## src/rtl/codeword_serializer.sv

```systemverilog
// Word FIFO plus output register that splits encoder codeword words into
// narrower ready/valid beats tagged with codeword start/end markers.
module codeword_serializer #(
    parameter int SYM_NUM    = 4,
    parameter int SYM_WIDTH  = 4,
    parameter int OUT_SYMS   = 2,
    parameter int CW_WORDS   = 8,
    parameter int FIFO_DEPTH = 8
) (
    input  logic                              clk,
    input  logic                              rst,
    input  logic                              in_valid,
    input  logic [SYM_NUM*SYM_WIDTH-1:0]      in_data,
    output logic                              out_valid,
    input  logic                              out_ready,
    output logic [OUT_SYMS*SYM_WIDTH-1:0]     out_data,
    output logic                              out_sop,
    output logic                              out_eop,
    output logic                              overflow,
    output logic [$clog2(FIFO_DEPTH):0]       fifo_level
);

    localparam int W     = SYM_NUM * SYM_WIDTH;
    localparam int OW    = OUT_SYMS * SYM_WIDTH;
    localparam int BEATS = SYM_NUM / OUT_SYMS;
    localparam int BW    = (BEATS > 1) ? $clog2(BEATS) : 1;
    localparam int AW    = $clog2(FIFO_DEPTH);
    localparam int LW    = AW + 1;
    localparam int CW    = $clog2(CW_WORDS);

    typedef struct packed {
        logic [W-1:0] data;
        logic         sop;
        logic         eop;
    } entry_t;

    entry_t          mem_q [FIFO_DEPTH];
    logic [AW-1:0]   wr_ptr_q, wr_ptr_d;
    logic [AW-1:0]   rd_ptr_q, rd_ptr_d;
    logic [LW-1:0]   level_q, level_d;
    logic [CW-1:0]   wcnt_q, wcnt_d;
    logic            ovf_q, ovf_d;
    logic            vld_q, vld_d;
    entry_t          word_q, word_d;
    logic [BW-1:0]   beat_q, beat_d;

    logic   fifo_empty;
    logic   fifo_full;
    logic   last_beat;
    logic   xfer;
    logic   pop;
    logic   push;
    logic   drop;
    entry_t in_entry;

    assign fifo_empty = (level_q == '0);
    assign fifo_full  = (level_q == LW'(FIFO_DEPTH));
    assign last_beat  = (beat_q == BW'(BEATS - 1));
    assign xfer       = vld_q & out_ready;
    assign pop        = ~fifo_empty & (~vld_q | (xfer & last_beat));
    assign push       = in_valid & (~fifo_full | pop);
    assign drop       = in_valid & fifo_full & ~pop;

    // Tags follow the encoder's word count, dropped words included.
    always_comb begin
        in_entry.data = in_data;
        in_entry.sop  = (wcnt_q == '0);
        in_entry.eop  = (wcnt_q == CW'(CW_WORDS - 1));
    end

    always_comb begin
        wr_ptr_d = wr_ptr_q;
        rd_ptr_d = rd_ptr_q;
        level_d  = level_q;
        wcnt_d   = wcnt_q;
        ovf_d    = ovf_q | drop;
        if (push) begin
            wr_ptr_d = wr_ptr_q + AW'(1);
        end
        if (pop) begin
            rd_ptr_d = rd_ptr_q + AW'(1);
        end
        unique case ({push, pop})
            2'b10:   level_d = level_q + LW'(1);
            2'b01:   level_d = level_q - LW'(1);
            default: level_d = level_q;
        endcase
        if (in_valid) begin
            if (wcnt_q == CW'(CW_WORDS - 1)) begin
                wcnt_d = '0;
            end else begin
                wcnt_d = wcnt_q + CW'(1);
            end
        end
    end

    always_comb begin
        vld_d  = vld_q;
        word_d = word_q;
        beat_d = beat_q;
        if (xfer) begin
            if (last_beat) begin
                vld_d  = 1'b0;
                beat_d = '0;
            end else begin
                beat_d = beat_q + BW'(1);
            end
        end
        if (pop) begin
            word_d = mem_q[rd_ptr_q];
            beat_d = '0;
            vld_d  = 1'b1;
        end
    end

    always_ff @(posedge clk or posedge rst) begin
        if (rst) begin
            wr_ptr_q <= '0;
            rd_ptr_q <= '0;
            level_q  <= '0;
            wcnt_q   <= '0;
            ovf_q    <= 1'b0;
            vld_q    <= 1'b0;
            word_q   <= '0;
            beat_q   <= '0;
        end else begin
            wr_ptr_q <= wr_ptr_d;
            rd_ptr_q <= rd_ptr_d;
            level_q  <= level_d;
            wcnt_q   <= wcnt_d;
            ovf_q    <= ovf_d;
            vld_q    <= vld_d;
            word_q   <= word_d;
            beat_q   <= beat_d;
        end
    end

    // Storage only; the pointers define which entries are live.
    always_ff @(posedge clk) begin
        if (push) begin
            mem_q[wr_ptr_q] <= in_entry;
        end
    end

    always_comb begin
        out_data = '0;
        for (int b = 0; b < BEATS; b++) begin
            if (beat_q == BW'(b)) begin
                out_data = word_q.data[W-1-b*OW -: OW];
            end
        end
        if (!vld_q) begin
            out_data = '0;
        end
    end

    assign out_valid  = vld_q;
    assign out_sop    = vld_q & word_q.sop & (beat_q == '0);
    assign out_eop    = vld_q & word_q.eop & last_beat;
    assign overflow   = ovf_q;
    assign fifo_level = level_q;

endmodule
```

## config.mk

```make
export PLATFORM = sky130hd
export DESIGN_NAME = codeword_serializer
export DESIGN_NICKNAME = d
export VERILOG_FILES = /design/src/rtl/codeword_serializer.sv
export SDC_FILE = /design/constraint.sdc
export NUM_CORES = 1
export LEC_CHECK = 0
export CORE_MARGIN = 4
export CORE_UTILIZATION = 45
export CTS_CLUSTER_SIZE = 16
export DETAILED_ROUTE_END_ITERATION = 10
export PLACE_DENSITY = 0.62
export SYNTH_ARGS = -nofsm -noshare
export SYNTH_HDL_FRONTEND = slang
export SYNTH_SLANG_ARGS = --single-unit
```

## constraint.sdc

```tcl
create_clock -name clk -period 4.2 [get_ports clk]
set_input_delay 0.84 -clock clk [delete_from_list [all_inputs] [get_ports clk]]
set_output_delay 0.84 -clock clk [all_outputs]
set_load 0.02 [all_outputs]
```

## Yosys cells after proc, flatten, opt, wreduce, memory -nomap -nowiden

Memories as Yosys holds them, arrays and structs flattened. A register that Yosys moved wholly into a read port is not among the register bits.
Cells that the tools add are included.

| cells by class | value |
|---|---|
| equal/unequal tests | 4 |
| reductions and logical operators | 6 |
| add/sub/neg operators | 6 |
| bitwise gates (word level) | 18 |
| multiplexer cells | 12 |

Operators with widths:

| kind | count |
|---|---|
| $mux 8 | 2 |
| $and 1x1->1 | 10 |
| $add 3x1->3 const B | 3 |
| $mux 1 | 8 |
| $pmux 4 s2 | 1 |
| $reduce_bool 2->1 | 3 |
| $not 1->1 | 5 |
| $add 4x1->4 const B | 1 |
| $eq 4x4->1 const B | 1 |
| $logic_not 4->1 | 1 |
| $sub 4x1->4 const B | 1 |
| $eq 3x3->1 const B | 1 |
| $logic_not 3->1 | 1 |
| $mux 3 | 1 |
| $or 1x1->1 | 3 |
| $eq 2x1->1 const B | 1 |
| $eq 2x2->1 const B | 1 |
| $reduce_and 2->1 | 1 |
| $add 1x1->1 const B | 1 |

| storage, ports and cells | value |
|---|---|
| word-level logic and storage cells | 54 |
| output and inout bits | 16 |
| RAM bits | 144 |
| flip-flop bits (word level) | 16 |
| memories | 1 |
| input port bits | 20 |

Memory list:

| memory | words | bits a word | read ports | clocked after memory_dff | write ports | RTL line | source |
|---|---|---|---|---|---|---|---|
| mem_q | 8 | 18 | 1 | 1 | 1 | 37 | `entry_t mem_q [FIFO_DEPTH];` |

## Longest topological paths before layout

Gate-level depths: netlist of run 1.

| logic depth | value |
|---|---|
| depth after elaboration | 8 |
| mapped depth | 8 |
| mapped depth without buffers | 7 |

## Worst setup path after synthesis of run 1

Ideal clock, no wire load.

| path | value |
|---|---|
| kind | input port to flip-flop |
| from | input port in_valid |
| to | memory mem_q[0][0] in the netlist's numbering, enable pin |
| arrival time | 3.182 ns |
| data required time | 3.761 ns |
| path slack | 0.579 ns |
| stages | 5 |
| library setup time | 0.439 ns |
| path buffers | 2 |
| path through | buf_2 inv_1 a31o_2 buf_6 nor4_1 |

| between the ends | value |
|---|---|
| cells in the longest elaborated chain, start to end | 3 |

Ends and longest elaborated chain:

| element | RTL line | source |
|---|---|---|
| start, declared | 12 | `input logic in_valid,` |
| $and 1x1->1 | 61 | `assign push = in_valid & (~fifo_full \| pop);` |
| $mux 1 | 140 | `if (push) begin` |
| $mux 1 (not written as such) | 141 | `mem_q[wr_ptr_q] <= in_entry;` |
| end, declared | 37 |  |

No other way between the ends.

## Final worst setup path of run 1

| path | value |
|---|---|
| from | register beat_q |
| to | output port out_data[3] |

| between the ends | value |
|---|---|
| cells in the longest elaborated chain, start to end | 2 |

Ends and longest elaborated chain:

| element | RTL line | source |
|---|---|---|
| start, declared | 45 | `logic [BW-1:0] beat_q, beat_d;` |
| start signal, assigned | 134 | `beat_q <= beat_d;` |
| $mux 8 | 148 | `if (beat_q == BW'(b)) begin` |
| $mux 8 | 152 | `if (!vld_q) begin` |
| end, declared | 16 | `output logic [OUT_SYMS*SYM_WIDTH-1:0] out_data,` |

No other way between the ends.

==> impl_metrics.csv, run 1 <==
group,metric,value,unit
route,vias,3440,
global_routing,met1_usage,21.3,%
clock_tree,cts_buffers,17,
outcome,status,"complete, no violations",
worst_setup_path,crit_chain,"mux2i_1 -> nor2b_1 -> clkdlybuf4s50_1",
worst_setup_path,path_buf_inv,1,
sta,worst_slack,1250,ps
global_routing,track_usage,16.0,%
hold_path,hold_class,"register to register",
floorplan,die_area,0.0179,sq mm
worst_setup_path,worst-path-stages,3,
worst_setup_path,crit_family,"flip-flops",
global_routing,antenna_found_initial,0,
power,power_density,702,mW/mm^2
synthesis,synth-edff-count,144,
power,p_int,3.97,mW
power,p_leak,2.85,nW
synthesis,synth_area,0.00710,sq mm
sta,fmax,339,MHz
route,drc,0,
finish,insertedDiodeCount,0,
placement,place_area,0.00773,sq mm
clock_tree,cts_tree,"built",
worst_setup_path,crit_path_end_kind,"output port",
finish,most-common-layout-cells,"edfxtp_1, mux4_2, clkdlybuf4s50_1",
finish,ff_latch_area,0.00518,sq mm
route,first_iter_violations,202,
synthesis,syn_inst,373,
worst_setup_path,critPathRequiredTime,3360,ps
sta,setup-violations-final,0,
worst_setup_path,critPathMaxFanout,13,
synthesis,synth_flop_cell,"edfxtp_1",
placement,place_inst,614,
floorplan,pin_count,36,
clock_tree,path_clk_slew,60,ps
synthesis,ys.warnings.count,0,
global_routing,grt-busiest-layer,"met2",
worst_setup_path,cp.arrival,2110,ps
worst_setup_path,setup.worst_path.class,"register to output port",
sta,fin_crit_sh,70.3,%
power,p_sw,1.81,mW
route,wl_per_cell,20.5,um
sta,rsz0062_at_grt,"false",
power,p_sw_share,31.2,%
synthesis,synth_fp_nets,399,
worst_setup_path,r2r_cells,5,
finish,final_nets,448,
sta,fin_skew,8.00,ps
finish,layout-drive-gt1-share,21.6,%
worst_setup_path,slowest_stage,"dfrtp_1",
floorplan,dieHeight,134,um
sta,timing.hold.ws,484,ps
global_routing,met2_usage,26.0,%
synthesis,syn_avg_cell_area,19.0,sq um
floorplan,fp.coreArea,0.0153,sq mm
power,combPwrFrac,30.0,%
clock_tree,clock_path_buffers,2,
power,total_power,5.78,mW
finish,layout_commonest_cell,"edfxtp_1",
route,final_antenna_net_count,0,
global_routing,grt_pass1_vias,3586,
hold_path,min_path_cells,1,
finish,synthToLayoutAreaGrowth,15.9,%
clock_tree,clock_latency,420,ps
sta,slew_viol_final,0,
route,drt-total-wl,13100,um
global_routing,grt-ovfl-total,0,
power,p_seq_share,46.0,%
placement,gp_congestion,0.717,
flow_run,cap_violations,0,
floorplan,rows,45,
route,vias_per_cell,5.36,
route,drtPass1Iterations,5,
finish,multi_input_area,0.00181,sq mm
synthesis,synth-seq-area-share,72.9,%
sta,tightest_slew,1120,ps
sta,fin_crit,2950,ps
clock_tree,clock_sinks,178,
clock_tree,htreeDepth,4,
clock_tree,cts_resized,0,
synthesis,async_reset_ff_share,19.1,%
floorplan,fp.dieW,134,um
power,clkPwrFrac,24.0,%
global_routing,grt_use_met3,4.15,%
global_routing,grt_max_degree,32,
sta,setup_tns,0,ps
sta,hold_violations,0,
finish,fin_cells,642,
global_routing,grt_pass1_wl,21100,um
floorplan,start_util,46.4,%
power,vdd_drop_max,0.306,mV
worst_setup_path,critPathLaunchType,"register",
placement,dp_hpwl,8350,um
synthesis,synth.distinct_cells,39,
clock_tree,post_cts_buffers,0,
clock_tree,root_buffer,"clkbuf_16",
placement,portBuffers,35,
clock_tree,postCtsHoldBufs,0,
placement,place_ws,903,ps
synthesis,ys_ff_latch,178,
worst_setup_path,cp_slowest_stage_delay,730,ps
sta,slew-limit-headroom,25.4,%
finish,num-fill-cells,1247,
finish,final_util,53.8,%
finish,final_cell_area,0.00823,sq mm
[per-layer routing]
metal	part of all wire (%)	vias to the layer above
met4	1.2	0
met2	51	73
met1	43	1799
met5	0	-
li1	-	1554
met3	4.3	14
[worst register-to-register path: stages, from the launching register on]
cell      delay, ps
dfrtp_1         730
a21boi_4        200
a31oi_1         380
nand2_1         230
nor2_2          460
buf_4           320
[cells by family (layout without fill, tap and decap cells)]
| logic type | count (synthesis) | count (layout) | share of synthesized area, % |
|---|---|---|---|
| buffers and inverters | 25 | 83 | 2.17 |
| AND/OR/NAND/NOR | 60 | 60 | 4.40 |
| AO/OA/AOI/OAI | 30 | 30 | 2.75 |
| adder cells (fa/ha/maj) | 6 | 6 | 1.06 |
| XOR/XNOR | 7 | 7 | 0.863 |
| flip-flops | 178 | 178 | 72.9 |
| multiplexers | 67 | 67 | 15.9 |
[power by group through the flow]
| stage | Clock (mW) | Sequential (mW) | Combinational, mW |
|---|---|---|---|
| 2_1_floorplan | 0 | 2.49 | 1.34 |
| 3_5_place_dp | 0 | 2.71 | 1.76 |
| 3_3_place_gp | 0 | 2.69 | 1.73 |
| 6_report | 1.38 | 2.66 | 1.74 |
| 5_1_grt | 1.50 | 2.73 | 1.90 |
| 4_1_cts | 1.42 | 2.67 | 1.77 |
[worst paths after layout]
kind,slack (ps),end,start
min in group asynchronous,770,overflow,rst
min reg2reg,480,overflow,overflow
min,480,overflow,overflow
max reg2reg,1570,mem_q[3][2],beat_q
max,1250,out_data[3],beat_q
max in group asynchronous,2750,rd_ptr_q[1],rst
[cell usage after synthesis (2+ instances only)]
| library cell | n | area, sq um |
|---|---|---|
| xnor2_1 | 4 | 35.0 |
| nor3_1 | 5 | 25.0 |
| mux2i_1 | 27 | 270 |
| buf_6 | 5 | 56.3 |
| edfxtp_1 | 144 | 4320 |
| inv_1 | 5 | 18.8 |
| clkbuf_1 | 3 | 11.3 |
| nor2b_1 | 9 | 56.3 |
| a21oi_1 | 19 | 95.1 |
| nor2_1 | 23 | 86.3 |
| nand2_1 | 11 | 41.3 |
| clkbuf_2 | 2 | 10.0 |
| ha_1 | 6 | 75.1 |
| dfrtp_1 | 34 | 851 |
| o21ai_0 | 4 | 20.0 |
| mux2_2 | 3 | 33.8 |
| buf_4 | 3 | 22.5 |
| nand2b_1 | 2 | 12.5 |
| mux4_2 | 36 | 811 |
| xor2_1 | 3 | 26.3 |
| buf_2 | 7 | 35.0 |
[area by class of cell]
cell class              instances  share of cell area [%]
flip-flops and latches        178                    62.9
repair buffers                 50                    5.62
well taps                     211                    3.21
clock inverters                 8                   0.821
inverters                       5                   0.228
clock buffers                  20                    5.30
multi-input cells             170                    22.0
[state kept, by name (all words and copies together), names as in the netlist]
name	cells
wcnt_q	3
mem_q	144
wr_ptr_q	3
word_q	18
out_valid	1
beat_q	1
overflow	1
fifo_level	4
rd_ptr_q	3
Note: power is estimated with default switching activity, not from simulation.
==> run 2, diff against run 1 <==
--- a/config.mk
+++ b/config.mk
@@ -9,7 +9,7 @@
 export CORE_UTILIZATION = 45
 export CTS_CLUSTER_SIZE = 16
 export DETAILED_ROUTE_END_ITERATION = 10
-export PLACE_DENSITY = 0.62
+export PLACE_DENSITY = 0.64
 export SYNTH_ARGS = -nofsm -noshare
 export SYNTH_HDL_FRONTEND = slang
 export SYNTH_SLANG_ARGS = --single-unit
==> constraint.sdc (replaced) <==
create_clock -name clk -period 2.5 [get_ports clk]
set_input_delay 0.5 -clock clk [delete_from_list [all_inputs] [get_ports clk]]
set_output_delay 0.5 -clock clk [all_outputs]
set_load 0.02 [all_outputs]
==> impl_metrics.csv, run 2 (same netlist as run 1, synthesis figures left out) <==
group,metric,value,unit
clock_tree,cts_tree,"built",
clock_tree,clock_latency,420,ps
global_routing,grt_max_degree,38,
worst_setup_path,critPathRequiredTime,2000,ps
global_routing,grt_pass1_vias,3739,
finish,final_nets,459,
power,p_leak,2.99,nW
floorplan,fp.dieW,134,um
sta,setup_tns,0,ps
route,wl_per_cell,20.4,um
power,vdd_drop_max,0.614,mV
hold_path,hold_class,"input pin to asynchronous set/reset pin",
floorplan,die_area,0.0179,sq mm
sta,hold_violations,0,
route,vias,3457,
worst_setup_path,r2r_end,"mem_q[6][9]",
sta,fin_crit,2350,ps
placement,place_area,0.00790,sq mm
clock_tree,clock_path_buffers,2,
sta,fin_crit_sh,94.2,%
sta,tightest_slew,612,ps
worst_setup_path,cp.arrival,1850,ps
sta,slew_viol_final,0,
global_routing,grt_pass1_wl,21700,um
finish,final_cell_area,0.00850,sq mm
flow_run,cap_violations,0,
power,clkPwrFrac,26.0,%
route,drt-total-wl,13400,um
finish,top_register,"mem_q",
power,p_sw,3.13,mW
finish,synthToLayoutAreaGrowth,19.6,%
sta,setup-violations-final,0,
worst_setup_path,crit_path_end_kind,"output port",
route,first_iter_violations,293,
finish,insertedDiodeCount,0,
placement,dp_hpwl,9110,um
sta,worst_slack,146,ps
clock_tree,path_clk_slew,60,ps
sta,fin_skew,14.9,ps
worst_setup_path,setup.worst_path.class,"register to output port",
power,combPwrFrac,31.8,%
route,drc,0,
finish,largest_reg_flops,144,
sta,fmax,425,MHz
floorplan,pin_count,36,
worst_setup_path,r2r_start,"out_valid",
route,final_antenna_net_count,0,
sta,slew-limit-headroom,59.1,%
power,p_sw_share,30.8,%
worst_setup_path,critPathMaxFanout,13,
clock_tree,postCtsHoldBufs,0,
placement,place_inst,625,
power,power_density,1200,mW/mm^2
route,vias_per_cell,5.26,
floorplan,dieHeight,134,um
global_routing,grt-ovfl-total,0,
finish,most-common-layout-cells,"edfxtp_1, mux4_2, dfrtp_1",
clock_tree,root_buffer,"clkbuf_16",
placement,portBuffers,35,
finish,layout-drive-gt1-share,25.1,%
worst_setup_path,crit_path_start,"beat_q",
route,drtPass1Iterations,4,
floorplan,start_util,46.4,%
worst_setup_path,r2r_cells,5,
clock_tree,clock_sinks,178,
power,p_seq_share,42.2,%
placement,place_ws,60.3,ps
finish,layout_commonest_cell,"edfxtp_1",
placement,gp_congestion,0.753,
sta,rsz0062_at_grt,"false",
outcome,status,"complete, no violations",
worst_setup_path,critPathLaunchType,"register",
global_routing,track_usage,16.3,%
global_routing,antenna_found_initial,0,
clock_tree,htreeDepth,4,
worst_setup_path,rrSetupSlack,530,ps
finish,fin_cells,657,
clock_tree,cts_buffers,17,
floorplan,fp.coreArea,0.0153,sq mm
floorplan,rows,45,
power,p_int,7.03,mW
-- run 2: power groups by stage --
| stage | registers, mW | clock network (mW) | logic [mW] |
|---|---|---|---|
| finish | 4.29 | 2.64 | 3.23 |
| global placement | 4.33 | 0 | 3.22 |
| detailed placement | 4.36 | 0 | 3.29 |
| global route | 4.37 | 2.82 | 3.51 |
| floorplan | 4.18 | 0 | 2.26 |
| CTS | 4.31 | 2.70 | 3.31 |
-- run 2: timing repair --
item	4_1_cts	5_1_grt
setup buffers	0	0
setup endpoints to repair	4	3
resized for setup	2	3
-- run 2: worst max-delay path by stage --
stage / endpoint / slack, ps / cells past startpoint
6_report: out_data[1] / 150 / 4
4_1_cts: out_data[2] / 10 / 4
5_1_grt: out_data[1] / 50 / 4
3_3_place_gp: mem_q[1][6] / 80 / 6
2_1_floorplan: mem_q[4][0] / -300 / 5
3_5_place_dp: mem_q[6][12] / 60 / 6
-- run 2: routing by layer --
| metal | GRT usage [%] | part of all wire [%] |
|---|---|---|
| met5 | 0 | 0 |
| met4 | 5.49 | 1.5 |
| met3 | 4.46 | 5.2 |
| met2 | 25.6 | 49 |
| met1 | 22.1 | 45 |
-- run 2: area by class of cell --
class,instances,area (sq um)
Sequential cell,178,5180
Tap cell,211,264
Timing Repair Buffer,61,627
Clock inverter,13,160
Multi-Input combinational cell,170,1820
Inverter,5,18.8
Clock buffer,19,433
Fill cell,1221,6820
-- run 2: critical path: stages, from the launching register on --
cell and delay [ps]:
dfrtp_1 360, buf_4 210, mux2i_1 140, nor2b_1 130, clkdlybuf4s50_1 610
-- run 2: metrics by stage --
step                utilization [%]  power [mW]  hold WS, ps
floorplan                         -        6.44          487
global placement               51.6        7.55          473
detailed placement             51.6        7.65          499
CTS                            55.4        10.3          496
global route                   55.5        10.7          539
finish                         55.5        10.2          492
==> edit 1 (flow settings as in run 1) <==
The parameter `FIFO_DEPTH` goes from 8 to 16.
--- a/src/rtl/codeword_serializer.sv
+++ b/src/rtl/codeword_serializer.sv
@@ -5,7 +5,7 @@
     parameter int SYM_WIDTH  = 4,
     parameter int OUT_SYMS   = 2,
     parameter int CW_WORDS   = 8,
-    parameter int FIFO_DEPTH = 8
+    parameter int FIFO_DEPTH = 16
 ) (
     input  logic                              clk,
     input  logic                              rst,
Ports: changed (resized fifo_level); port bits go from 36 to 37. The function was not compared with the original's and may differ.
==> edit 1 against run 1 <==
Routed wire length up 100%. Final area grew 83%. Critical path type is now in2reg. Area after synthesis rose by 82%. Worst setup slack got worse by 0.15 ns. Highest routed layer unchanged. Largest cell class unchanged. Combinational power rose by 71%. Sequential power grew 66%. Power increased by 84%. Sequential cell count increased by 147.
==> edit 1: results (changes against run 1) <==
| Metric | Value |
|---|---|
| # Taps | 378 (+79%) |
| Crit-path max FO | 8 (-5) |
| Reg-to-reg setup timing slack | 1.13 ns (-0.44 ns) |
| Met2 routed WL | 12900 µm (+93%) |
| Antenna diodes | 0 (unchanged) |
| Post-synth EDFFs | 288 (+100%) |
| Multi-input combinational cell count | 270 (+59%) |
| GRT Total Usage | 0.175 (+0.0155) |
| Synth top cells by count | edfxtp_1, mux4_2, dfrtp_1 |
| Clock Tree Buf Depth | 3 (+1) |
| Switching pwr | 0.00311 W (+72%) |
| R2R depth | 10 (+5) |
| DP Area | 0.0139 mm² (+80%) |
| Power Clock | 0.00324 W (+130%) |
| Met1 Track Usage GR | 0.253 (+0.0403) |
| R2r endpoint | fifo_level[4] |
| Inverters | 13 (+8) |
| Final HPWL DP | 16000 µm (+92%) |
| Mux cell area share after synthesis | 0.147 (-0.0121) |
| Clock Latency Late Sink | 0.50 ns (+0.08 ns) |
| Non-clk bufs | 68 (+36%) |
| Global-route wire length before repair | 41400 µm (+96%) |
| Vias in the first global route | 6667 (+86%) |
| DRT iter0 DRCs | 544 (+170%) |
| Area of the multi-input gates | 0.00316 mm² (+75%) |
| Post-Synth Adder-Cell Area | 0.0116 (+0.00102) |
| Number of distinct library cells after synthesis | 44 (+13%) |
| Fillers | 2194 (+76%) |
| Worst-margin pin slew | 1.14 ns (+0.0176 ns) |
| Asr flop ratio synth | 0.114 (-0.0772) |
| WP data arrival | 3.52 ns (+1.41 ns) |
| Metal-1 WL | 11600 µm (+100%) |
| Port bufs | 36 (+2.9%) |
| Share of cells above drive strength 1 | 0.239 (+0.0234) |
| Non-clock buffer area fraction after layout | 0.0414 (-0.0148) |
| Register share of the cell area | 0.634 (+0.00565) |
| Vias post-DR | 6337 (+84%) |
| CTS buffer count | 34 (+17) |
| Number of H-tree levels | 2 (-2) |
| Outcome | finished clean |
| Met2 Use GR | 0.279 (+0.0185) |
| Sequential share of the synthesized area | 0.739 (+0.0101) |
| Sink Count | 325 (+83%) |
| DRT Wirelength | 26600 µm (+100%) |
| Sequential power | 0.00442 W (+66%) |
| Xor/xnor share of the synthesized area | 0.00878 (+0.000153) |
| Switching Fraction | 0.293 (-0.0196) |
| Hold endpoint | overflow |
| Leak | 5.12 nW (+80%) |
| ClkCell Share | 0.0804 (+0.0191) |
edit 1: how the worst max path moves through the flow:
stage	startpoint	end	cells after the start
floorplan	out_ready	mem_q[0][0]	4
global placement	out_ready	fifo_level[4]	11
detailed placement	out_ready	fifo_level[4]	11
CTS	beat_q	out_data[1]	3
global route	beat_q	fifo_level[4]	10
finish	out_ready	fifo_level[4]	11
edit 1: stage by stage:
| step | setup WS [ns] | cells | hold WS, ns | util |
|---|---|---|---|---|
| after floorplan | 0.606 | 647 | 0.464 | - |
| after global placement | 0.720 | 1054 | 0.457 | 0.495 |
| after detailed placement | 0.601 | 1054 | 0.482 | 0.495 |
| after CTS | 1.10 | 1114 | 0.495 | 0.538 |
| after global routing | 0.881 | 1114 | 0.522 | 0.538 |
| final | 1.10 | 1114 | 0.491 | 0.538 |
edit 1: worst max-delay path, delay by kind of cell:
kind	cells	cell delay, ns
buf+inv	2	0.70
fa+ha+maj	2	0.57
xor+xnor	2	0.34
compound gates	5	1.06
==> edit 2 (flow settings as in run 1) <==
Made on the original files. Make the reset (`rst`) synchronous in one clocked block.
--- a/src/rtl/codeword_serializer.sv
+++ b/src/rtl/codeword_serializer.sv
@@ -113,7 +113,7 @@
         end
     end
 
-    always_ff @(posedge clk or posedge rst) begin
+    always_ff @(posedge clk) begin
         if (rst) begin
             wr_ptr_q <= '0;
             rd_ptr_q <= '0;
Check against the original RTL: differs if rst is asserted again (counterexample within 4 cycles, from zero or initial values and one cycle with rst high); with rst held inactive, the same outputs for 10 cycles.
==> edit 2 against run 1 <==
Worst setup slack got worse by 0.16 ns. Area after synthesis fell by 1.6%. Power fell by 18%. Critical endpoint is now out_data[0]. Core utilization rose by 0.069 points. Sequential cell count did not move. Register-to-register slack improved by 0.20 ns. Routed wire length rose by 0.65%. Final area fell by 0.61%.
==> edit 2: results (changes against run 1) <==
| Metric | Value |
|---|---|
| GPL Wtd Cong | 0.748 (+4.3%) |
| WP data arrival | 2.27 ns (+0.16 ns) |
| Max VDD drop | 0.304 mV (-0.63%) |
| Outcome | finished clean |
| Switching pwr | 0.00125 W (-31%) |
| Worst-margin pin slew | 0.753 ns (-0.367 ns) |
| Reg2reg start | beat_q |
| Number of distinct library cells after synthesis | 42 (+7.7%) |
| Hold path startpoint | word_q[11] |
| Pre-CTS WS | 1.21 ns (+0.304 ns) |
| Asr flop ratio synth | 0 (-0.191) |
| Vias in the first global route | 3612 (+0.73%) |
| GRT Total Usage | 0.161 (+0.000972) |
| Share of cells above drive strength 1 | 0.217 (+0.00101) |
| Largest net degree at the start of global routing | 39 (+22%) |
| Final HPWL DP | 8030 µm (-3.8%) |
| Synth top area cells | edfxtp_1, mux4_2, dfxtp_1, mux2i_1, o2bb2ai_1 |
| Net count reported at finish | 442 (-1.3%) |
| DRT Pass-1 Iters | 4 (-1) |
| R2r endpoint | fifo_level[2] |
| DP Area | 0.00758 mm² (-1.9%) |
| Max Clock Freq | 321 MHz (-5.2%) |
| Fin Clk Skew | 0.0130 ns (+0.00499 ns) |
| Met3 track demand over resource | 0.0373 (-0.00428) |
| Vias post-DR | 3469 (+0.84%) |
| Met2 routed WL | 6440 µm (-3.9%) |
| Global-route wire length before repair | 21200 µm (+0.29%) |
| Routed length per placed instance | 21.4 µm (+4.7%) |
| Fillers | 1229 (-1.4%) |
| DRT iter0 DRCs | 224 (+11%) |
| Routed wl met3 | 616 µm (+8.3%) |
| R2R depth | 7 (+2) |
| Met1 Track Usage GR | 0.219 (+0.00635) |
| Leak | 2.61 nW (-8.5%) |
| Sequential share of the synthesized area | 0.716 (-0.0125) |
| Hold endpoint | word_q[11] |
## edit 2: changes by cell type in the layout (fill, tap and decap cells not counted), sizes merged, moves of 3 or more
cell,change
a21oi,-15
dfxtp,+34
mux2i,+5
o2bb2ai,+18
xnor2,-3
nand2,-5
dfrtp,-34
buf,-3
nor2,-4
## edit 2: critical path, stage by stage, from the launching register on
cell and delay, ns:
dfxtp_1 0.79, mux2i_1 0.26, nor2b_1 0.18, clkdlybuf4s50_1 0.63
## edit 2: metrics by stage
step | utilization | std cells | hold WS (ns)
after global routing | 0.538 | 617 | 0.475
after CTS | 0.538 | 617 | 0.467
after detailed placement | 0.499 | 585 | 0.449
after global placement | 0.499 | 585 | 0.444
final | 0.538 | 617 | 0.468
after floorplan | - | 369 | 0.425
## edit 2: cell families after synthesis
| family | synth area share |
|---|---|
| adders and majority gates | 0.0107 |
| DFF | 0.716 |
| muxes | 0.165 |
| and+or+nand+nor | 0.0455 |
| buffers and inverters | 0.0183 |
| xor gates and xnor gates | 0.00752 |
| AOI/OAI and AO/OA | 0.0369 |
## edit 2: layout make-up
type                            instances  share of cell area
Timing Repair Buffer                   47              0.0538
Multi-Input combinational cell        170               0.231
Inverter                                2            0.000917
Clock inverter                         10              0.0159
Sequential cell                       178               0.612
Clock buffer                           22              0.0579
Tap cell                              188              0.0287
## edit 2: power by group through the flow
stage	sequential, W	combinational (W)	clock (W)
2_1_floorplan	0.00218	0.000724	0
3_3_place_gp	0.00223	0.000935	0
3_5_place_dp	0.00224	0.000943	0
4_1_cts	0.00220	0.000948	0.00164
5_1_grt	0.00222	0.00102	0.00172
6_report	0.00220	0.000927	0.00160
